--- src/rtl/eq_pkg.sv ---
// Shared equalizer definitions: band count, gain code width, bus packing and ramp FSM states.
package eq_pkg;

    localparam int unsigned EQ_BANDS = 8;
    localparam int unsigned EQ_GW    = 5;
    localparam int unsigned EQ_BUS_W = EQ_BANDS * EQ_GW;

    typedef enum logic {
        IDLE = 1'b0,
        RAMP = 1'b1
    } eq_state_e;

    // Band k occupies bits [k*EQ_GW +: EQ_GW] of the packed gain bus.
    function automatic int unsigned band_lsb(input int unsigned band);
        return band * EQ_GW;
    endfunction

endpackage

--- src/rtl/eq_band_stepper.sv ---
// Per-band live gain register: moves one code toward its target on i_step, or jumps to it on i_load.
module eq_band_stepper
    import eq_pkg::*;
#(
    parameter int unsigned GW = EQ_GW
)(
    input  logic          clk,
    input  logic          rst_n,
    input  logic          i_step,
    input  logic          i_load,
    input  logic [GW-1:0] i_target,
    output logic [GW-1:0] o_live
);

    logic [GW-1:0] r_live;

    // Unit step cannot overshoot, so codes stay inside 0..2^GW-1 without clamping.
    always_ff @(posedge clk or negedge rst_n) begin
        if (!rst_n) begin
            r_live <= '0;
        end else if (i_load) begin
            r_live <= i_target;
        end else if (i_step) begin
            if (r_live < i_target) begin
                r_live <= r_live + GW'(1);
            end else if (r_live > i_target) begin
                r_live <= r_live - GW'(1);
            end
        end
    end

    assign o_live = r_live;

endmodule

--- src/rtl/eq_gain_ramp.sv ---
// Gain control for Digital_Equalizer: holds per-band targets and walks live codes toward them on sample ticks.
// GAIN_RAMP_EN defined: one-code step every RAMP_DIV ticks; undefined: targets load on the first tick in RAMP.
module eq_gain_ramp
    import eq_pkg::*;
#(
    parameter int unsigned BANDS    = EQ_BANDS,
    parameter int unsigned GW       = EQ_GW,
    parameter int unsigned RAMP_DIV = 16
)(
    input  logic                  clk,
    input  logic                  rst_n,
    input  logic                  sample_tick,
    input  logic                  wr_valid,
    output logic                  wr_ready,
    input  logic [2:0]            wr_band,
    input  logic [GW-1:0]         wr_gain,
    input  logic                  preset_valid,
    input  logic [BANDS*GW-1:0]   preset_gain,
    output logic [BANDS*GW-1:0]   gain_out,
    output logic                  ramping,
    output logic                  settled
);

    if ((RAMP_DIV < 1) || (BANDS != EQ_BANDS) || (GW != EQ_GW)) begin : g_bad_cfg
        $error("eq_gain_ramp: unsupported BANDS/GW/RAMP_DIV configuration");
    end

    logic [GW-1:0]    r_target [BANDS];
    logic [GW-1:0]    w_live   [BANDS];
    logic [BANDS-1:0] w_diff;
    logic             w_any_diff;
    logic             w_wr_fire;
    logic             w_step;
    logic             w_load;
    eq_state_e        r_state;

    // A preset stalls a concurrent single-band write for one cycle rather than dropping it.
    assign wr_ready  = rst_n & ~preset_valid;
    assign w_wr_fire = wr_valid & wr_ready;

    always_ff @(posedge clk or negedge rst_n) begin
        if (!rst_n) begin
            for (int unsigned k = 0; k < BANDS; k++) begin
                r_target[k] <= '0;
            end
        end else if (preset_valid) begin
            for (int unsigned k = 0; k < BANDS; k++) begin
                r_target[k] <= preset_gain[band_lsb(k) +: GW];
            end
        end else if (w_wr_fire) begin
            r_target[wr_band] <= wr_gain;
        end
    end

    for (genvar k = 0; k < BANDS; k++) begin : g_band
        eq_band_stepper #(.GW(GW)) u_stepper (
            .clk      (clk),
            .rst_n    (rst_n),
            .i_step   (w_step),
            .i_load   (w_load),
            .i_target (r_target[k]),
            .o_live   (w_live[k])
        );
        assign w_diff[k] = (w_live[k] != r_target[k]);
        assign gain_out[band_lsb(k) +: GW] = w_live[k];
    end

    assign w_any_diff = |w_diff;

`ifdef GAIN_RAMP_EN
    localparam int unsigned DIV_W = (RAMP_DIV > 1) ? $clog2(RAMP_DIV) : 1;
    localparam logic [DIV_W-1:0] DIV_LAST = DIV_W'(RAMP_DIV - 1);

    logic [DIV_W-1:0] r_div;

    assign w_step = (r_state == RAMP) && sample_tick && (r_div == DIV_LAST);
    assign w_load = 1'b0;
`else
    assign w_step = 1'b0;
    assign w_load = (r_state == RAMP) && sample_tick;
`endif

    // Ramp FSM; ramping mirrors the state and settled lags the live/target compare by one cycle.
    always_ff @(posedge clk or negedge rst_n) begin
        if (!rst_n) begin
            r_state <= IDLE;
            ramping <= 1'b0;
            settled <= 1'b1;
`ifdef GAIN_RAMP_EN
            r_div   <= '0;
`endif
        end else begin
            settled <= ~w_any_diff;
            case (r_state)
                IDLE: begin
`ifdef GAIN_RAMP_EN
                    r_div <= '0;
`endif
                    if (w_any_diff) begin
                        r_state <= RAMP;
                        ramping <= 1'b1;
                    end
                end
                RAMP: begin
                    if (!w_any_diff) begin
                        r_state <= IDLE;
                        ramping <= 1'b0;
`ifdef GAIN_RAMP_EN
                        r_div   <= '0;
`endif
                    end
`ifdef GAIN_RAMP_EN
                    else if (sample_tick) begin
                        r_div <= (r_div == DIV_LAST) ? '0 : r_div + DIV_W'(1);
                    end
`endif
                end
                default: begin
                    r_state <= IDLE;
                    ramping <= 1'b0;
                end
            endcase
        end
    end

endmodule

--- config.mk ---
export PLATFORM = sky130hd
export DESIGN_NAME = eq_gain_ramp
export DESIGN_NICKNAME = d
export VERILOG_FILES = /design/src/rtl/eq_pkg.sv /design/src/rtl/eq_band_stepper.sv /design/src/rtl/eq_gain_ramp.sv
export SDC_FILE = /design/constraint.sdc
export NUM_CORES = 1
export LEC_CHECK = 0
export ABC_AREA = 1
export BUFFER_PORTS_ARGS = -buffer_cell sky130_fd_sc_hd__buf_2
export CAP_MARGIN = 40
export CORE_MARGIN = 10
export CORE_UTILIZATION = 35
export DETAILED_ROUTE_END_ITERATION = 6
export PLACE_DENSITY_LB_ADDON = 0.12
export SLEW_MARGIN = 20
export SYNTH_ARGS = -nofsm -noshare
export SYNTH_HDL_FRONTEND = slang
export SYNTH_SLANG_ARGS = --single-unit
--- constraint.sdc ---
create_clock -name clk -period 2.85 [get_ports clk]
set_input_delay 0.57 -clock clk [delete_from_list [all_inputs] [get_ports clk]]
set_output_delay 0.57 -clock clk [all_outputs]
set_load 0.03 [all_outputs]
==> results.yml, run 1 <==
synthesis:
  synth-seq-cells: 83
  synth_compound_area_share_pct: 14.5
  synth_simple_gate_area_share_pct: 20.3
  yosysSeqAreaShare_pct: 53.0
  syn_inst: 464
  synth.area.mux_share_pct: 0
  synth_nets: 517
  ys_warn_count: 0
  avgSynthCellArea_um2: 8.45
  ys_types: 19
  synthAdderAreaFrac_pct: 0
  synth_area_mm2: 0.00392
  synth_top_family_by_area: "simple AND/OR/NAND/NOR gates"
  synth_xor_area_share_pct: 4.25
power:
  power.density_mw_per_mm2: 641
  p_int_mw: 2.12
  total_power_mw: 3.07
  power_frac_comb_pct: 21.0
  power_switching_share_pct: 31.1
  ir_drop_mv: 0.236
  power_frac_seq_pct: 45.5
  p_switching_uw: 956
  p_leak_nw: 2.45
  clkPwrFrac_pct: 33.5
worst_hold_path:
  hold_class: "in -> async"
routing:
  final_antenna_net_count: 0
  top_layer: "met4"
  wl_met3_um: 698
  drc_errors: 0
  vias_per_cell: 4.83
  via_count: 3412
  totalWireLength_mm: 11.8
  drtPass1Iterations: 4
  wl_met2_mm: 5.23
  wl_per_cell_um: 16.7
  wl_met1_mm: 5.62
  first_iter_violations: 197
grt:
  grt_overflow: 0
  grt_use_total_pct: 15.3
  grt_pass1_wl_mm: 19.5
  antenna_found_initial: 0
  grt_max_degree: 56
  grt_pass1_vias: 3628
cts:
  cts_sinks: 83
  cts_buffer_depth: 2
  holdBufCountCts: 0
  clk_pin_slew_ps: 90
  tritoncts: "done"
  clk_latency_ps: 350
  root_buffer: "clkbuf_8"
  ctsHtreeMaxLevel: 3
  cts_made_buffers: 9
  cts_setup_buffers: 0
  post_cts_resized: 0
die:
  die_h_um: 126
  initial_utilization_pct: 36.0
  dieArea_mm2: 0.0158
  coreArea_mm2: 0.0109
  ioPinCount: 96
  rows: 38
  die_w_um: 126
run:
  maxCapViolCount: 0
outcome:
  status: "complete, no violations"
setup_path:
  cp-endpoint: "wr_ready"
  worst_r2r_endpoint: "ramping"
  reg2reg_setup_slack_ps: 1250
  crit_start: "preset_valid"
  cp-start-kind: "input port"
  critPathKind: "in -> out"
  worstReg2RegStart: "g_band[5].u_stepper.o_live[4]"
  arrival_ps: 1250
  cp-end-kind: "output pin"
  ff2ff_path_depth: 8
  worstPathRequired_ps: 2280
  path_max_fanout: 24
timing:
  slew_violations: 0
  fin_tns_setup_ps: 0
  relSlewSlack_pct: 52.8
  hold_viol_final: 0
  rsz0062_at_grt: "false"
  period_share_pct: 64.0
  worstMarginPinSlew_ps: 709
  setup_viol: 0
  fin_crit_ps: 1820
  worst_hold_slack_ps: 62.8
  fin_worst_skew_ps: 6.48
  max_freq_mhz: 548
  fin_ws_ps: 1030
cells_and_area:
  layout-drive-gt1-share_pct: 22.8
  fillers: 1100
  nets: 614
  syn_to_final_growth_pct: 22.3
  ff_latch_area_mm2: 0.00208
  multi_input_area_mm2: 0.00153
  utilization_pct: 44.0
  diodes: 0
place:
  dp_slack_ps: 837
  place_hpwl_mm: 9.06
  portBuffers: 95
  gp_congestion: 0.839
[state kept, by name, summed over array words and instances, names as in the netlist]
signal and count:
g_band.u_stepper.o_live 40, r_target 40, r_state 1, ramping 1, settled 1
[metal layers]
layer	GRT usage [%]	vias to the layer above
met1	20.2	1603
met2	23.7	91
met4	5.43	0
met5	0	-
met3	3.73	16
li1	-	1702
[power by group through the flow]
stage               Combinational, mW  Clock, mW  Sequential, mW
floorplan                       0.287          0            1.54
global placement                0.650          0            1.42
detailed placement              0.654          0            1.42
CTS                             0.657       1.05            1.40
global route                    0.725       1.10            1.42
finish                          0.645       1.03            1.40
[how the worst min path moves through the flow]
stage                from                       endpoint  slack, ps  cells past startpoint
floorplan           rst_n  g_band[0].u_stepper.o_live[0]        270                      0
global placement    rst_n                   r_target[15]        450                      1
detailed placement  rst_n                   r_target[15]        450                      1
CTS                 rst_n                   r_target[15]         60                      1
global route        rst_n                   r_target[18]         70                      1
finish              rst_n                   r_target[15]         60                      1
[synth_stat cells, drive strengths merged]
cell type	count	share of area, %
nand2	164	16
dfrtp	82	52
inv	67	6.4
o21ai	41	5.2
o221ai	40	8.9
nor2	21	2.1
xnor2	14	3.1
clkbuf	12	1.1
nand4	9	1.4
xor2	5	1.1
nand3	3	0.38
buf	2	0.41
o22ai	2	0.32
dfstp	1	0.67
or2	1	0.16
[logic make-up (layout without fill, tap and decap cells)]
logic type             count (synthesis)  after routing
AO/OA/AOI/OAI                         83             83
XOR/XNOR                              19             19
flip-flops                            83             83
buffers and inverters                 81            183
AND/OR/NAND/NOR                      198            198
[worst max-delay path, cell delays in order]
cell,delay (ps)
buf_2,400
nor2_1,90
buf_2,190
[metrics by stage]
step	instances	cell area, µm²
6_report	706	4790
5_1_grt	706	4790
4_1_cts	706	4790
3_5_place_dp	690	4550
3_3_place_gp	690	4550
2_1_floorplan	464	3920
[layout make-up]
type                       instances  area share, %
clock buffer                      11           2.95
sequential                        83           43.4
multi-input combinational        300           31.9
clock inverter                     5           2.09
tap                              140           3.65
inverter                          67           5.25
timing repair buffer             100           10.8
[cells in the final DEF, fill, tap and decap left out, types with 2 or more instances in the layout]
| cell | netlist | final |
|---|---|---|
| o22ai_1 | 2 | 2 |
| o21ai_0 | 41 | 41 |
| clkbuf_8 | 0 | 10 |
| bufinv_16 | 0 | 3 |
| nand2_2 | 8 | 9 |
| clkinv_2 | 0 | 2 |
| buf_2 | 1 | 94 |
| inv_1 | 65 | 65 |
| xnor2_1 | 14 | 14 |
| dfrtp_1 | 82 | 82 |
| nand2_1 | 156 | 155 |
| nor2_1 | 20 | 20 |
| nand4_1 | 9 | 9 |
| nand3_1 | 3 | 3 |
| o221ai_1 | 40 | 40 |
| xor2_1 | 5 | 5 |
| buf_4 | 0 | 6 |
| inv_2 | 2 | 2 |
(Power assumes the default switching activity.)
==> run 2, diff against run 1 <==
==> constraint.sdc (replaced) <==
create_clock -name clk -period 1.8 [get_ports clk]
set_input_delay 0.36 -clock clk [delete_from_list [all_inputs] [get_ports clk]]
set_output_delay 0.36 -clock clk [all_outputs]
set_load 0.03 [all_outputs]
==> results.yml, run 2 (synthesis gave the netlist of run 1 again) <==
cts:
  clk_latency_ps: 360
  tritoncts: "done"
  post_cts_resized: 0
  cts_sinks: 83
  ctsHtreeMaxLevel: 3
  holdBufCountCts: 0
  cts_buffer_depth: 2
  clk_pin_slew_ps: 90
  root_buffer: "clkbuf_8"
  cts_setup_buffers: 0
  cts_made_buffers: 9
cells_and_area:
  ff_latch_area_mm2: 0.00208
  fin_area_mm2: 0.00484
  nets: 619
  multi_input_area_mm2: 0.00153
  final_common_cell: "nand2_1"
  final_cell_mix: "nand2_1 (155), buf_2 (94), dfrtp_1 (82)"
  syn_to_final_growth_pct: 23.4
  fillers: 1137
  layout-drive-gt1-share_pct: 23.6
power:
  ir_drop_mv: 0.486
  p_leak_nw: 2.46
  power.density_mw_per_mm2: 950
timing:
  max_freq_mhz: 686
  setup_viol: 0
  worst_hold_slack_ps: -1.93
  fin_tns_setup_ps: 0
  rsz0062_at_grt: "false"
  slew_violations: 0
  fin_crit_ps: 1460
  worstMarginPinSlew_ps: 455
  relSlewSlack_pct: 69.6
  period_share_pct: 81.0
  fin_ws_ps: 343
  fin_worst_skew_ps: 12.2
  hold_viol_final: 3
routing:
  top_layer: "met5"
  wl_met3_um: 891
  wl_met2_mm: 5.62
  drc_errors: 0
  final_antenna_net_count: 0
  wl_per_cell_um: 17.0
  via_count: 3471
  wl_met1_mm: 5.52
  first_iter_violations: 200
  totalWireLength_mm: 12.1
  vias_per_cell: 4.88
  drtPass1Iterations: 4
setup_path:
  cp-end-kind: "flop"
  cpPeakStageDelay_ps: 410
  worstPathRequired_ps: 2060
  path_max_fanout: 2
  crit_top_cell: "nand2_1"
  arrival_ps: 1710
  reg2reg_setup_slack_ps: 340
  path_cells: "xnor2_1 -> nand2_1 -> nor2_1 -> nand2_1 -> nor2_1 -> nand3_1 -> nand2_1 -> inv_1"
  slowest_stage: "dfrtp_1"
  critPathKind: "reg -> reg"
  cp-start-kind: "flop"
place:
  portBuffers: 95
  gp_congestion: 0.802
  dp_slack_ps: 268
  dpl_cell_area_mm2: 0.00463
  place_hpwl_mm: 9.17
grt:
  grt_pass1_vias: 3677
  grt_pass1_wl_mm: 19.5
  grt_use_total_pct: 15.2
  antenna_found_initial: 2
  grt_overflow: 0
  grt_max_degree: 46
die:
  dieArea_mm2: 0.0158
  die_h_um: 126
  coreArea_mm2: 0.0109
  ioPinCount: 96
  die_w_um: 126
  rows: 38
  initial_utilization_pct: 36.0
outcome:
  violations: "negative hold slack"
  status: "finished, violations left"
run:
  maxCapViolCount: 0
worst_hold_path:
  hold_class: "in -> async"
==> run 2: changes by cell type in the layout (fill, tap and decap cells not counted), sizes merged <==
| cell | delta |
|---|---|
| clkinv | +1 |
| bufinv | -3 |
| buf | +5 |
| clkinvlp | +1 |
| diode | +1 |
| clkbuf | +1 |
==> run 2: report_power, final <==
part	leakage, nW	internal (mW)	switching (mW)
clock network	0.0988	0.623	0.719
registers	1.01	2.05	0.158
logic	1.35	0.355	0.685
==> run 2: layer usage <==
metal / GRT usage (%) / vias to the layer above
met4: 3.62 / 2
met3: 5.29 / 9
met2: 24.9 / 98
li1: - / 1719
met5: 0 / -
met1: 18.9 / 1643
==> run 2: through the flow <==
step | hold slack, ps | instances | power, mW | util, %
3_5_place_dp | 395 | 695 | 3.31 | 42.6
4_1_cts | 3.08 | 711 | 4.64 | 44.4
2_1_floorplan | 64.4 | 464 | 2.89 | -
3_3_place_gp | 387 | 694 | 3.29 | 42.3
6_report | -1.93 | 712 | 4.59 | 44.4
5_1_grt | 12.9 | 711 | 4.87 | 44.4
==> run 2: final timing paths <==
path / start / end / cells past startpoint
min in group clk: preset_gain[23] / r_target[18] / 3
hold / removal: rst_n / r_target[20] / 2
hold reg to reg: g_band[5].u_stepper.o_live[4] / g_band[5].u_stepper.o_live[4] / 2
setup / recovery: r_target[15] / ramping / 8
setup reg to reg: r_target[15] / ramping / 8
max in group asynchronous: rst_n / settled / 3
==> run 2: worst max-delay path, delay by kind of cell, from the launching register on <==
kind	cells	cell delay, ps
xor+xnor	1	270
buf+inv	1	40
flops	1	410
simple gates	6	650
==> run 2: layout make-up <==
class / count / area share [%]
clock inverters: 4 / 0.699
repair buffers: 105 / 12.4
multi-input cells: 300 / 31.7
well taps: 140 / 3.62
flip-flops and latches: 83 / 43.0
clock buffers: 12 / 3.42
diodes: 1 / 0.0517
inverters: 67 / 5.20
